**src/rtl/powerup_manager.sv**
```systemverilog
// powerup_manager: multi-slot power-up spawner, lifetime/blink tracker and
// pixel renderer for the Pong playfield.
//
// Handshake note: there is no back-pressure anywhere. Every input strobe
// (spawn, eat, frame) is acted on at the clock edge that samples it. Every
// output strobe (spawn_ack, spawn_full, eat_valid, eat_multi, expire) is a
// single-cycle pulse registered at that same edge. spawn_slot and eat_mode
// hold their last reported value between pulses. The per-slot FREE/LIVE
// state is always visible on `active`.
module powerup_manager #(
  parameter int          SLOTS        = 4,
  parameter int          WIDTH        = 20,
  parameter int          HEIGHT       = 20,
  parameter int          X_MAX        = 1004,
  parameter int          Y_MAX        = 748,
  parameter int          LIFETIME     = 600,
  parameter int          BLINK_FRAMES = 120,
  parameter logic [15:0] SEED         = 16'hACE1
) (
  input  logic             clk,
  input  logic             reset,
  input  logic             frame,
  input  logic             spawn,
  input  logic [SLOTS-1:0] eat,
  input  logic [10:0]      hcount,
  input  logic [9:0]       vcount,
  output logic [7:0]       pixel,
  output logic [SLOTS-1:0] active,
  output logic             spawn_ack,
  output logic [2:0]       spawn_slot,
  output logic             spawn_full,
  output logic             eat_valid,
  output logic [1:0]       eat_mode,
  output logic             eat_multi,
  output logic             expire
);

  typedef enum logic {
    FREE = 1'b0,
    LIVE = 1'b1
  } slot_state_t;

  localparam logic [10:0] X_MAX_L = 11'(X_MAX);
  localparam logic [10:0] Y_MAX_L = 11'(Y_MAX);
  localparam logic [9:0]  LIFE_L  = 10'(LIFETIME);
  localparam logic [9:0]  BLINK_L = 10'(BLINK_FRAMES);
  localparam logic [11:0] W12     = 12'(WIDTH);
  localparam logic [11:0] H12     = 12'(HEIGHT);
  localparam logic [15:0] TAPS    = 16'hB400;

  // Registered state
  slot_state_t state_q [SLOTS];
  logic [1:0]  mode_q  [SLOTS];
  logic [10:0] rx_q    [SLOTS];
  logic [9:0]  ry_q    [SLOTS];
  logic [9:0]  life_q  [SLOTS];
  logic [15:0] lfsr_q;
  logic [3:0]  fcnt_q;

  // Next-state values
  slot_state_t state_d [SLOTS];
  logic [1:0]  mode_d  [SLOTS];
  logic [10:0] rx_d    [SLOTS];
  logic [9:0]  ry_d    [SLOTS];
  logic [9:0]  life_d  [SLOTS];
  logic [15:0] lfsr_d;
  logic [3:0]  fcnt_d;
  logic        ack_d, full_d, ev_d, multi_d, expire_d;
  logic [2:0]  slot_d;
  logic [1:0]  em_d;

  // Allocation / eat bookkeeping
  logic             free_found;
  logic [2:0]       free_idx;
  logic [SLOTS-1:0] spawn_sel;
  logic [SLOTS-1:0] eaten;
  logic [3:0]       eat_cnt;
  logic [1:0]       eat_lo_mode;

  // Random placement candidates derived from the current LFSR value
  logic [10:0] rx_cand, ry_sum, rx_new;
  logic [9:0]  ry_new;
  logic [7:0]  pixel_d;

  function automatic logic [7:0] mode_colour(input logic [1:0] m);
    case (m)
      2'b00:   return 8'b000_000_11;  // SLOW
      2'b01:   return 8'b000_101_10;  // BOOST
      2'b10:   return 8'b111_000_11;  // EXTRA
      default: return 8'b111_100_00;  // SHIELD
    endcase
  endfunction

  // Box hit test done at 12 bits so rx+WIDTH never wraps past the screen edge.
  function automatic logic box_covers(input logic [10:0] x, input logic [9:0] y,
                                      input logic [10:0] h, input logic [9:0] v);
    logic [11:0] h12, v12, x12, y12;
    h12 = {1'b0, h};
    v12 = {2'b0, v};
    x12 = {1'b0, x};
    y12 = {2'b0, y};
    return (h12 >= x12) && (h12 < x12 + W12) && (v12 >= y12) && (v12 < y12 + H12);
  endfunction

  // Slot state mirrors straight onto the occupied flags.
  always_comb begin
    active = '0;
    for (int i = 0; i < SLOTS; i++) active[i] = (state_q[i] == LIVE);
  end

  // Placement for a spawn this cycle: clamp so the box stays on screen.
  always_comb begin
    rx_cand = {1'b0, lfsr_q[9:0]};
    ry_sum  = {2'b0, lfsr_q[13:5]} + {6'b0, lfsr_q[4:0]};
    rx_new  = (rx_cand > X_MAX_L) ? X_MAX_L : rx_cand;
    ry_new  = (ry_sum > Y_MAX_L) ? Y_MAX_L[9:0] : ry_sum[9:0];
  end

  // Next-state: allocation, eats, frame-driven lifetime, LFSR and pulses.
  always_comb begin
    lfsr_d      = {1'b0, lfsr_q[15:1]} ^ (lfsr_q[0] ? TAPS : 16'h0000);
    fcnt_d      = frame ? fcnt_q + 4'd1 : fcnt_q;
    ack_d       = 1'b0;
    full_d      = 1'b0;
    ev_d        = 1'b0;
    multi_d     = 1'b0;
    expire_d    = 1'b0;
    slot_d      = spawn_slot;
    em_d        = eat_mode;
    free_found  = 1'b0;
    free_idx    = '0;
    spawn_sel   = '0;
    eaten       = '0;
    eat_cnt     = '0;
    eat_lo_mode = '0;
    for (int i = 0; i < SLOTS; i++) begin
      state_d[i] = state_q[i];
      mode_d[i]  = mode_q[i];
      rx_d[i]    = rx_q[i];
      ry_d[i]    = ry_q[i];
      life_d[i]  = life_q[i];
    end

    // Descending scan so the lowest index is the one left standing.
    for (int i = SLOTS - 1; i >= 0; i--) begin
      if (state_q[i] == FREE) begin
        free_found = 1'b1;
        free_idx   = 3'(i);
      end
      if (state_q[i] == LIVE && eat[i]) begin
        eaten[i]    = 1'b1;
        eat_lo_mode = mode_q[i];
        eat_cnt     = eat_cnt + 4'd1;
      end
    end

    // Allocation looks at pre-update occupancy, so a slot freed this cycle
    // cannot be handed out until the next one.
    for (int i = 0; i < SLOTS; i++)
      spawn_sel[i] = spawn && free_found && (free_idx == 3'(i));

    for (int i = 0; i < SLOTS; i++) begin
      if (state_q[i] == LIVE) begin
        if (eaten[i]) begin
          // An eat wins over a same-cycle timeout: no expire for this slot.
          state_d[i] = FREE;
        end else if (frame) begin
          if (life_q[i] == 10'd1) begin
            state_d[i] = FREE;
            expire_d   = 1'b1;
          end
          life_d[i] = life_q[i] - 10'd1;
        end
      end else if (spawn_sel[i]) begin
        state_d[i] = LIVE;
        mode_d[i]  = lfsr_q[15:14];
        rx_d[i]    = rx_new;
        ry_d[i]    = ry_new;
        life_d[i]  = LIFE_L;
      end
    end

    if (spawn) begin
      if (free_found) begin
        ack_d  = 1'b1;
        slot_d = free_idx;
      end else begin
        full_d = 1'b1;
      end
    end

    if (eat_cnt != 4'd0) begin
      ev_d    = 1'b1;
      em_d    = eat_lo_mode;
      multi_d = (eat_cnt > 4'd1);
    end
  end

  // State register: synchronous reset clears every slot and every pulse.
  always_ff @(posedge clk) begin
    if (reset) begin
      lfsr_q     <= SEED;
      fcnt_q     <= '0;
      spawn_ack  <= 1'b0;
      spawn_slot <= '0;
      spawn_full <= 1'b0;
      eat_valid  <= 1'b0;
      eat_mode   <= '0;
      eat_multi  <= 1'b0;
      expire     <= 1'b0;
      for (int i = 0; i < SLOTS; i++) begin
        state_q[i] <= FREE;
        mode_q[i]  <= '0;
        rx_q[i]    <= '0;
        ry_q[i]    <= '0;
        life_q[i]  <= '0;
      end
    end else begin
      lfsr_q     <= lfsr_d;
      fcnt_q     <= fcnt_d;
      spawn_ack  <= ack_d;
      spawn_slot <= slot_d;
      spawn_full <= full_d;
      eat_valid  <= ev_d;
      eat_mode   <= em_d;
      eat_multi  <= multi_d;
      expire     <= expire_d;
      for (int i = 0; i < SLOTS; i++) begin
        state_q[i] <= state_d[i];
        mode_q[i]  <= mode_d[i];
        rx_q[i]    <= rx_d[i];
        ry_q[i]    <= ry_d[i];
        life_q[i]  <= life_d[i];
      end
    end
  end

  // Pixel mux: lowest-index live, non-blinked-out box covering the pixel wins.
  always_comb begin
    pixel_d = '0;
    for (int i = SLOTS - 1; i >= 0; i--) begin
      if (state_q[i] == LIVE &&
          box_covers(rx_q[i], ry_q[i], hcount, vcount) &&
          !((life_q[i] <= BLINK_L) && fcnt_q[3]))
        pixel_d = mode_colour(mode_q[i]);
    end
  end

  assign pixel = reset ? 8'd0 : pixel_d;

endmodule

```
**config.mk**
```make
export PLATFORM = sky130hd
export DESIGN_NAME = powerup_manager
export DESIGN_NICKNAME = d
export VERILOG_FILES = /design/src/rtl/powerup_manager.sv
export SDC_FILE = /design/constraint.sdc
export NUM_CORES = 1
export LEC_CHECK = 0
export CAP_MARGIN = 15
export CORE_MARGIN = 1
export CORE_UTILIZATION = 41
export CTS_BUF_LIST = sky130_fd_sc_hd__clkbuf_16
export DETAILED_ROUTE_END_ITERATION = 6
export PLACE_DENSITY_LB_ADDON = 0.12
export SETUP_SLACK_MARGIN = 0.15
export SYNTH_ARGS = -nofsm -noshare
export SYNTH_HDL_FRONTEND = slang
export SYNTH_SLANG_ARGS = --single-unit
```
**constraint.sdc**
```tcl
create_clock -name clk -period 4.5 [get_ports clk]
set_clock_uncertainty 0.05 [all_clocks]
set_input_delay 0.675 -clock clk [delete_from_list [all_inputs] [get_ports clk]]
set_output_delay 0.675 -clock clk [all_outputs]
set_load 0.01 [all_outputs]
```
* Word level (Yosys, flattened, before mapping) *
Memory sizes are Yosys's and may differ from the RTL's.
Cells that the tools add are included.

operators by class
  bitwise operators = 23
  order comparisons = 23
  mux-type cells = 134
  equal/unequal tests = 15
  reduce and logical (&&, ||, !) cells = 46
  $add $sub $neg = 17

operator list
  cell                   number
  $mux 10                34
  $mux 11                12
  $pmux 8 s3             4
  $mux 1                 55
  $add 11x5->12 const B  4
  $lt 11x12->1           4
  $add 10x5->11 const B  4
  $ge 11x11->1           4
  $lt 10x11->1           4
  $eq 10x1->1 const B    4
  $ge 10x10->1           4
  $le 10x7->1 const B    4
  $mux 8                 5
  $sub 10x1->10 const B  4
  $mux 2                 17
  $logic_and 1x1->1      33
  $gt 10x10->1 const B   2
  $or 1x1->1             20
  $add 4x1->4 const B    4
  $mux 16                1
  $xor 15x16->16         1
  $mux 4                 3
  $add 9x5->10           1
  $mux 3                 3
  other kinds (12)       27

storage, ports and cells
  memories kept = 5
  bits in registers = 30
  memory bits (writable) = 136
  input bits = 29

memories
  memory   words  width  rd ports  clocked after Yosys merged registers in  write ports  line  text
  rx_q     4      11     4         0                                        4            54    logic [10:0] rx_q [SLOTS];
  life_q   4      10     4         0                                        4            56    logic [9:0] life_q [SLOTS];
  ry_q     4      10     4         0                                        4            55    logic [9:0] ry_q [SLOTS];
  mode_q   4      2      4         0                                        4            53    logic [1:0] mode_q [SLOTS];
  state_q  4      1      4         0                                        4            52    slot_state_t state_q [SLOTS];

* Depth between registers and ports, before layout *
Gate-level depths: netlist (run 1).
An unclocked memory read counts as a cell.

  word-level depth = 18
  depth in mapped cells = 14
  mapped depth without buffers = 12

* Worst setup path after synthesis (run 1) *
Ideal clock, no wire load.

  kind = register to output
  from = memory ry_q[2][2]
  to = output pixel[6]
  path slack = 780 ps
  arrival time = 2995 ps
  stages on the path, launching flop included = 12
  cells stage by stage = dfxtp_1 -> ha_1 -> o2111ai_2 -> xnor2_1 -> ha_1 -> a21o_1 -> a21o_1 -> o41a_1 -> or4_4 -> a211oi_1 -> o21ai_1 -> buf_4

RTL lines
  what         line  text
  from (decl)  55
  to (decl)    27    output logic [7:0] pixel,

==> flow_metrics.py, run 1 <==
metrics = {
    "worst_setup_path": {
        "endpoint": "pixel[4]",
        "critPathRequiredTime_ps": 3770,
        "crit_start": "ry_q[2][3]",
        "start_kind": "register",
        "r2r_start": "lfsr_q[5]",
        "end_kind": "output port",
        "arrival_ps": 3600,
        "cp_max_fo": 4,
        "worstReg2RegEnd": "ry_q[1][5]",
        "critPathKind": "register to output port",
        "r2r_cells": 10,
        "reg2reg_slack_ps": 1400,
    },
    "cts": {
        "clkLatencyLatePin_ps": 440,
        "cts_tree": "done",
        "numCtsBuffers": 17,
        "hold_buffers": 0,
        "cts_max_level": 4,
        "cts_root_buf": "clkbuf_16",
        "clock_sinks": 161,
        "max-clock-path-buffers": 2,
        "cts.clk_slew.worst_paths_ps": 70,
    },
    "placed_design": {
        "place.detailed.hpwl_mm": 24.8,
        "dpl-instance-area_mm2": 0.0128,
        "numPortBuffers": 48,
        "globalplace.congestion": 0.867,
    },
    "die": {
        "die-area_mm2": 0.0284,
        "core_area_mm2": 0.0271,
        "start_util": 0.419,
        "core.rowCount": 60,
        "num_io_pins": 51,
        "dieWidth_um": 168,
        "die-height_um": 168,
    },
    "synth": {
        "synthFlopType": "dfxtp_1",
        "synthArstFlopShare": 0,
        "syn_avg_cell_area_um2": 8.24,
        "synth.distinct_cells": 84,
        "yosysSeqAreaShare": 0.284,
        "synthesis.area_mm2": 0.0114,
        "synth_edf_count": 0,
        "yosysWarningCount": 0,
        "syn_inst": 1378,
        "ys_ff_latch": 161,
    },
    "job": {
        "maxCapViolations": 0,
    },
    "sta": {
        "slew_headroom": 0.260,
        "grt_setup_unrepaired": "yes",
        "fmax_mhz": 231,
        "worstMarginPinSlew_ps": 1110,
        "whs_ps": 408,
        "hold_viol": 0,
        "final_max_slew_viol_count": 0,
        "setup_viol": 0,
        "period_needed_ps": 4330,
        "finalCritPeriodShare": 0.961,
        "fin_tns_setup_ps": 0,
    },
    "power": {
        "pwr-share-seq": 0.411,
        "power.share.switching": 0.312,
        "vdd_drop_max_mv": 0.223,
        "p_leak_nw": 5.34,
        "power.switching_w": 0.00117,
        "p_int_w": 0.00258,
        "p_per_area_mw_per_mm2": 273,
        "pwr-share-clk": 0.397,
        "power_frac_comb": 0.191,
    },
    "layout": {
        "antennaDiodeCount": 0,
        "drive_gt1_frac": 0.147,
        "syn2layout_area_growth_pct": 21.2,
        "fin_area_mm2": 0.0138,
        "layout_commonest_cell": "ha_1",
        "post-route-util": 0.508,
        "fin_nets": 1709,
        "mostFrequentLayoutCells": "ha_1 (175), dfxtp_1 (154), nand2_1 (137)",
        "fillers": 2651,
    },
    "global_routing": {
        "overflow": 0,
        "grt_use_total": 0.238,
        "grt_pass1_wl_mm": 52.5,
        "grt_max_degree": 63,
        "antenna_found_initial": 0,
        "first_global_vias": 9858,
    },
    "route": {
        "dr.first_iter.drc_count": 465,
        "first_pass_iters": 5,
        "wl_mm": 32.9,
        "ant_nets": 0,
        "wl_per_cell_um": 17.5,
        "drc": 0,
        "vias_per_cell": 5.34,
        "via_count": 10100,
    },
    "worst_hold_path": {
        "worstHoldStart": "ry_q[1][9]",
        "min_path_type": "register to register",
    },
    "outcome": {
        "outcome": "complete, no violations",
    },
}
-- flip-flops by register name, summed over array words and instances (netlist names), 2 cells and up --
| name | count |
|---|---|
| life_q | 40 |
| state_q | 4 |
| ry_q | 40 |
| rx_q | 40 |
| spawn_slot | 2 |
| mode_q | 8 |
| fcnt_q | 4 |
| lfsr_q | 16 |
| eat_mode | 2 |
-- power by group through the flow --
stage          combinational, W  sequential [W]  clock (W)
3_3_place_gp           0.000686         0.00158          0
5_1_grt                0.000801         0.00155    0.00158
4_1_cts                0.000712         0.00154    0.00152
6_report               0.000719         0.00155    0.00149
3_5_place_dp           0.000695         0.00158          0
2_1_floorplan          0.000426         0.00156          0
-- worst min-delay path by stage --
| stage | end | slack (ps) | cells after the start |
|---|---|---|---|
| after CTS | ry_q[3][1] | 410 | 2 |
| after floorplan | rx_q[1][1] | 390 | 2 |
| after global routing | rx_q[1][1] | 430 | 2 |
| after detailed placement | ry_q[3][1] | 400 | 2 |
| final | ry_q[1][9] | 410 | 2 |
| after global placement | rx_q[2][1] | 390 | 2 |
-- per-layer routing --
layer | vias up | track usage | routed length (um)
li1 | 5139 | - | -
met1 | 4728 | 0.313 | 15600
met2 | 177 | 0.406 | 15500
met3 | 37 | 0.0296 | 1140
met4 | 0 | 0.0704 | 616
met5 | - | 0 | 0
-- cell families after synthesis --
| logic type | synth area share |
|---|---|
| muxes | 0.000881 |
| buffers and inverters | 0.0576 |
| adders and majority gates | 0.197 |
| and+or+nand+nor | 0.206 |
| xor gates and xnor gates | 0.0733 |
| DFF | 0.284 |
| other | 0.000330 |
| AOI/OAI and AO/OA | 0.182 |
-- synth_stat cells (9+ instances only) --
cell       instances  share of area
a211oi_1          38          0.025
a21o_1            24          0.016
a21oi_1          116          0.051
a31oi_1            9         0.0050
buf_4              9         0.0059
clkbuf_1          36          0.012
dfxtp_1          161           0.28
ha_1             177           0.19
inv_1            112          0.037
nand2_1          137          0.045
nand2b_1          22          0.012
nand3_1           29          0.013
nand4_1           22          0.012
nor2_1            89          0.029
nor2b_1           26          0.014
nor3_1            39          0.017
nor4_1            13         0.0072
o2111ai_1          9         0.0069
o21ai_0           40          0.018
o21ai_1           14         0.0062
o22ai_1           10         0.0055
or3_1             14         0.0077
xnor2_1           71          0.055
xor2_1            24          0.019
-- through the flow --
step	cells	total power, W	setup WS [ps]
final	1887	0.00376	174
after floorplan	1379	0.00199	780
after global placement	1846	0.00226	-332
after CTS	1886	0.00378	97.4
after global routing	1887	0.00394	63.9
after detailed placement	1846	0.00227	-247
-- layout make-up --
class | count | area [um^2] | area share
Clock buffer | 17 | 425 | 0.0309
Clock inverter | 15 | 168 | 0.0122
Inverter | 113 | 424 | 0.0308
Multi-Input combinational cell | 1055 | 7800 | 0.567
Sequential cell | 161 | 3240 | 0.235
Tap cell | 372 | 465 | 0.0338
Timing Repair Buffer | 154 | 1240 | 0.0904
-- critical path, stage by stage, from the launching register on --
cell	delay (ps)
dfxtp_4	370
ha_4	170
o2111ai_4	220
xnor2_1	150
ha_1	250
a21o_1	170
a21o_1	180
o41a_1	470
or4_4	570
a211oi_4	260
o31ai_4	90
buf_4	150
buf_6	110
-- what timing repair did --
item	CTS	global route
endpoints found under the hold margin	0	0
gates resized for setup	66	28
pin swaps	19	8
endpoints found under the setup margin	7	7
setup buffers	8	1
Note: power is estimated with default switching activity, not from simulation.
==> run 2: changes to the inputs <==
--- a/config.mk
+++ b/config.mk
@@ -6,12 +6,14 @@
 export NUM_CORES = 1
 export LEC_CHECK = 0
 export CAP_MARGIN = 15
+export CORE_ASPECT_RATIO = 2
 export CORE_MARGIN = 1
 export CORE_UTILIZATION = 41
 export CTS_BUF_LIST = sky130_fd_sc_hd__clkbuf_16
 export DETAILED_ROUTE_END_ITERATION = 6
 export PLACE_DENSITY_LB_ADDON = 0.12
 export SETUP_SLACK_MARGIN = 0.15
+export SLEW_MARGIN = 0
 export SYNTH_ARGS = -nofsm -noshare
 export SYNTH_HDL_FRONTEND = slang
 export SYNTH_SLANG_ARGS = --single-unit
==> run 2 against run 1 <==
Die area increased by 0.14%. Combinational power increased by 1%. Cell area decreased by 1.8%. Sequential cell count unchanged. Final cell count decreased by 2.4%. Register-to-register slack got worse by 160 ps. Wire length increased by 9.1%. Non-clock buffer count decreased by 20. Critical path type unchanged. Highest routed layer unchanged. Critical path depth unchanged. Clock power decreased by 8%.
==> flow_metrics.py, run 2 (synthesis results as in run 1) <==
metrics = {
    "placed_design": {
        "numPortBuffers": 48,
        "place.detailed.hpwl_mm": 27.9,
        "dp_cells": 1807,
        "globalplace.congestion": 0.908,
        "dpl-instance-area_mm2": 0.0127,
    },
    "sta": {
        "grt_setup_unrepaired": "yes",
        "setup_viol": 0,
        "fmax_mhz": 230,
        "finalCritPeriodShare": 0.968,
        "hold_viol": 0,
        "final_max_slew_viol_count": 0,
        "worstMarginPinSlew_ps": 962,
        "slew_headroom": 0.358,
        "period_needed_ps": 4350,
        "whs_ps": 405,
    },
    "global_routing": {
        "grt_use_total": 0.262,
        "grt_pass1_wl_mm": 56.1,
        "first_global_vias": 10600,
        "grt_max_degree": 93,
        "overflow": 0,
        "antenna_found_initial": 0,
    },
    "die": {
        "num_io_pins": 51,
        "die-height_um": 237,
        "core.rowCount": 85,
        "die-area_mm2": 0.0284,
        "core_area_mm2": 0.0271,
        "dieWidth_um": 120,
        "start_util": 0.419,
    },
    "layout": {
        "antennaDiodeCount": 0,
        "fin_cells": 1842,
        "layout_commonest_cell": "ha_1",
        "syn2layout_area_growth_pct": 19.0,
        "fin_area_mm2": 0.0135,
        "drive_gt1_frac": 0.137,
        "mostFrequentLayoutCells": "ha_1 (174), dfxtp_1 (153), nand2_1 (137)",
        "fillers": 2676,
        "fin_nets": 1689,
        "post-route-util": 0.499,
        "top_regs": "life_q (40), rx_q (40), ry_q (40)",
    },
    "route": {
        "dr.first_iter.drc_count": 426,
        "first_pass_iters": 5,
        "wl_per_cell_um": 19.5,
        "ant_nets": 0,
        "drc": 0,
        "via_count": 10400,
        "vias_per_cell": 5.62,
        "wl_mm": 35.9,
    },
    "power": {
        "power_w": 0.00365,
        "p_per_area_mw_per_mm2": 270,
        "p_leak_nw": 5.22,
        "vdd_drop_max_mv": 0.205,
    },
    "worst_setup_path": {
        "cpMaxStageDelayCell": "or4_4",
        "r2r_start": "lfsr_q[5]",
        "max_stage_delay_ps": 610,
        "cp_max_fo": 5,
        "path_cells": "ha_4 > o21ai_4 > xnor2_2 > ha_1 > and3_1 > a221oi_2 > a21o_1 > nand4_4 > or4_4 > a211oi_2 > o21ai_2 > clkdlybuf4s15_1",
        "crit_start": "rx_q[2][3]",
        "end_kind": "output port",
        "r2r_cells": 10,
        "worstReg2RegEnd": "ry_q[1][5]",
        "reg2reg_slack_ps": 1240,
        "critPathKind": "register to output port",
        "start_kind": "register",
        "critPathRequiredTime_ps": 3770,
        "arrival_ps": 3630,
        "endpoint": "pixel[5]",
    },
    "outcome": {
        "outcome": "complete, no violations",
    },
    "cts": {
        "numCtsBuffers": 17,
        "cts_tree": "done",
        "clock_sinks": 161,
        "hold_buffers": 0,
        "clkLatencyLatePin_ps": 460,
        "cts_max_level": 4,
        "cts_root_buf": "clkbuf_16",
        "max-clock-path-buffers": 2,
        "cts.clk_slew.worst_paths_ps": 60,
    },
    "job": {
        "maxCapViolations": 0,
    },
    "worst_hold_path": {
        "min_path_type": "register to register",
    },
}
==> run 2: cell count changes in the layout (fill, tap and decap cells not counted), sizes merged, moves of 2 or more <==
cell           before  now
clkinv              5    8
clkdlybuf4s50      39   37
inv               121  117
buf               111   89
clkdlybuf4s15       0    2
==> run 2: how the worst min path moves through the flow <==
stage | from | endpoint | slack, ps | depth (start not counted)
after floorplan | rx_q[1][1] | rx_q[1][1] | 390 | 2
after global placement | rx_q[3][1] | rx_q[3][1] | 390 | 2
after detailed placement | ry_q[1][9] | ry_q[1][9] | 400 | 2
after global routing | rx_q[3][8] | rx_q[3][8] | 420 | 2
final | ry_q[1][9] | ry_q[1][9] | 410 | 2
after CTS | ry_q[1][9] | ry_q[1][9] | 410 | 2
==> run 2: per-stage QoR <==
| step | setup slack (ps) | setup TNS [ps] |
|---|---|---|
| 3_3_place_gp | -170 | -1050 |
| 3_5_place_dp | -218 | -1290 |
| 4_1_cts | 139 | 0 |
| 6_report | 145 | 0 |
| 2_1_floorplan | 780 | 0 |
| 5_1_grt | 36.8 | 0 |
==> run 2: final cells by class <==
| type | count | area [um^2] | area share |
|---|---|---|---|
| tap | 348 | 435 | 0.0322 |
| timing repair buffer | 134 | 1110 | 0.0822 |
| inverter | 113 | 424 | 0.0314 |
| clock inverter | 14 | 103 | 0.00759 |
| clock buffer | 17 | 425 | 0.0315 |
| sequential | 161 | 3240 | 0.239 |
| multi-input combinational | 1055 | 7790 | 0.576 |
==> run 2: layer usage <==
| layer | track usage | vias up | part of all wire |
|---|---|---|---|
| met5 | 0 | - | 0 |
| met4 | 0.184 | 0 | 0.070 |
| met3 | 0.0379 | 108 | 0.027 |
| met2 | 0.504 | 222 | 0.55 |
| met1 | 0.247 | 4933 | 0.36 |
| li1 | - | 5097 | - |
==> run 2: power breakdown <==
part | leakage, nW | total [W] | internal [W] | switching [W]
sequential | 1.32 | 0.00155 | 0.00148 | 0.0000702
clock | 0.271 | 0.00137 | 0.000745 | 0.000622
combinational | 3.63 | 0.000727 | 0.000309 | 0.000418
==> run 2: timing repair <==
action,in CTS,in global routing
resized for setup,56,37
buffers inserted,2,2
pin swaps,10,12
setup endpoints to repair,7,7
endpoints found under the hold margin,0,0
==> run 2: critical path, delay by kind of cell (launching register included) <==
| kind | cells | cell delay (ps) |
|---|---|---|
| compound gates | 5 | 1000 |
| simple gates | 3 | 970 |
| fa+ha+maj | 2 | 460 |
| flops | 1 | 360 |
| buf+inv | 1 | 240 |
| xor+xnor | 1 | 150 |
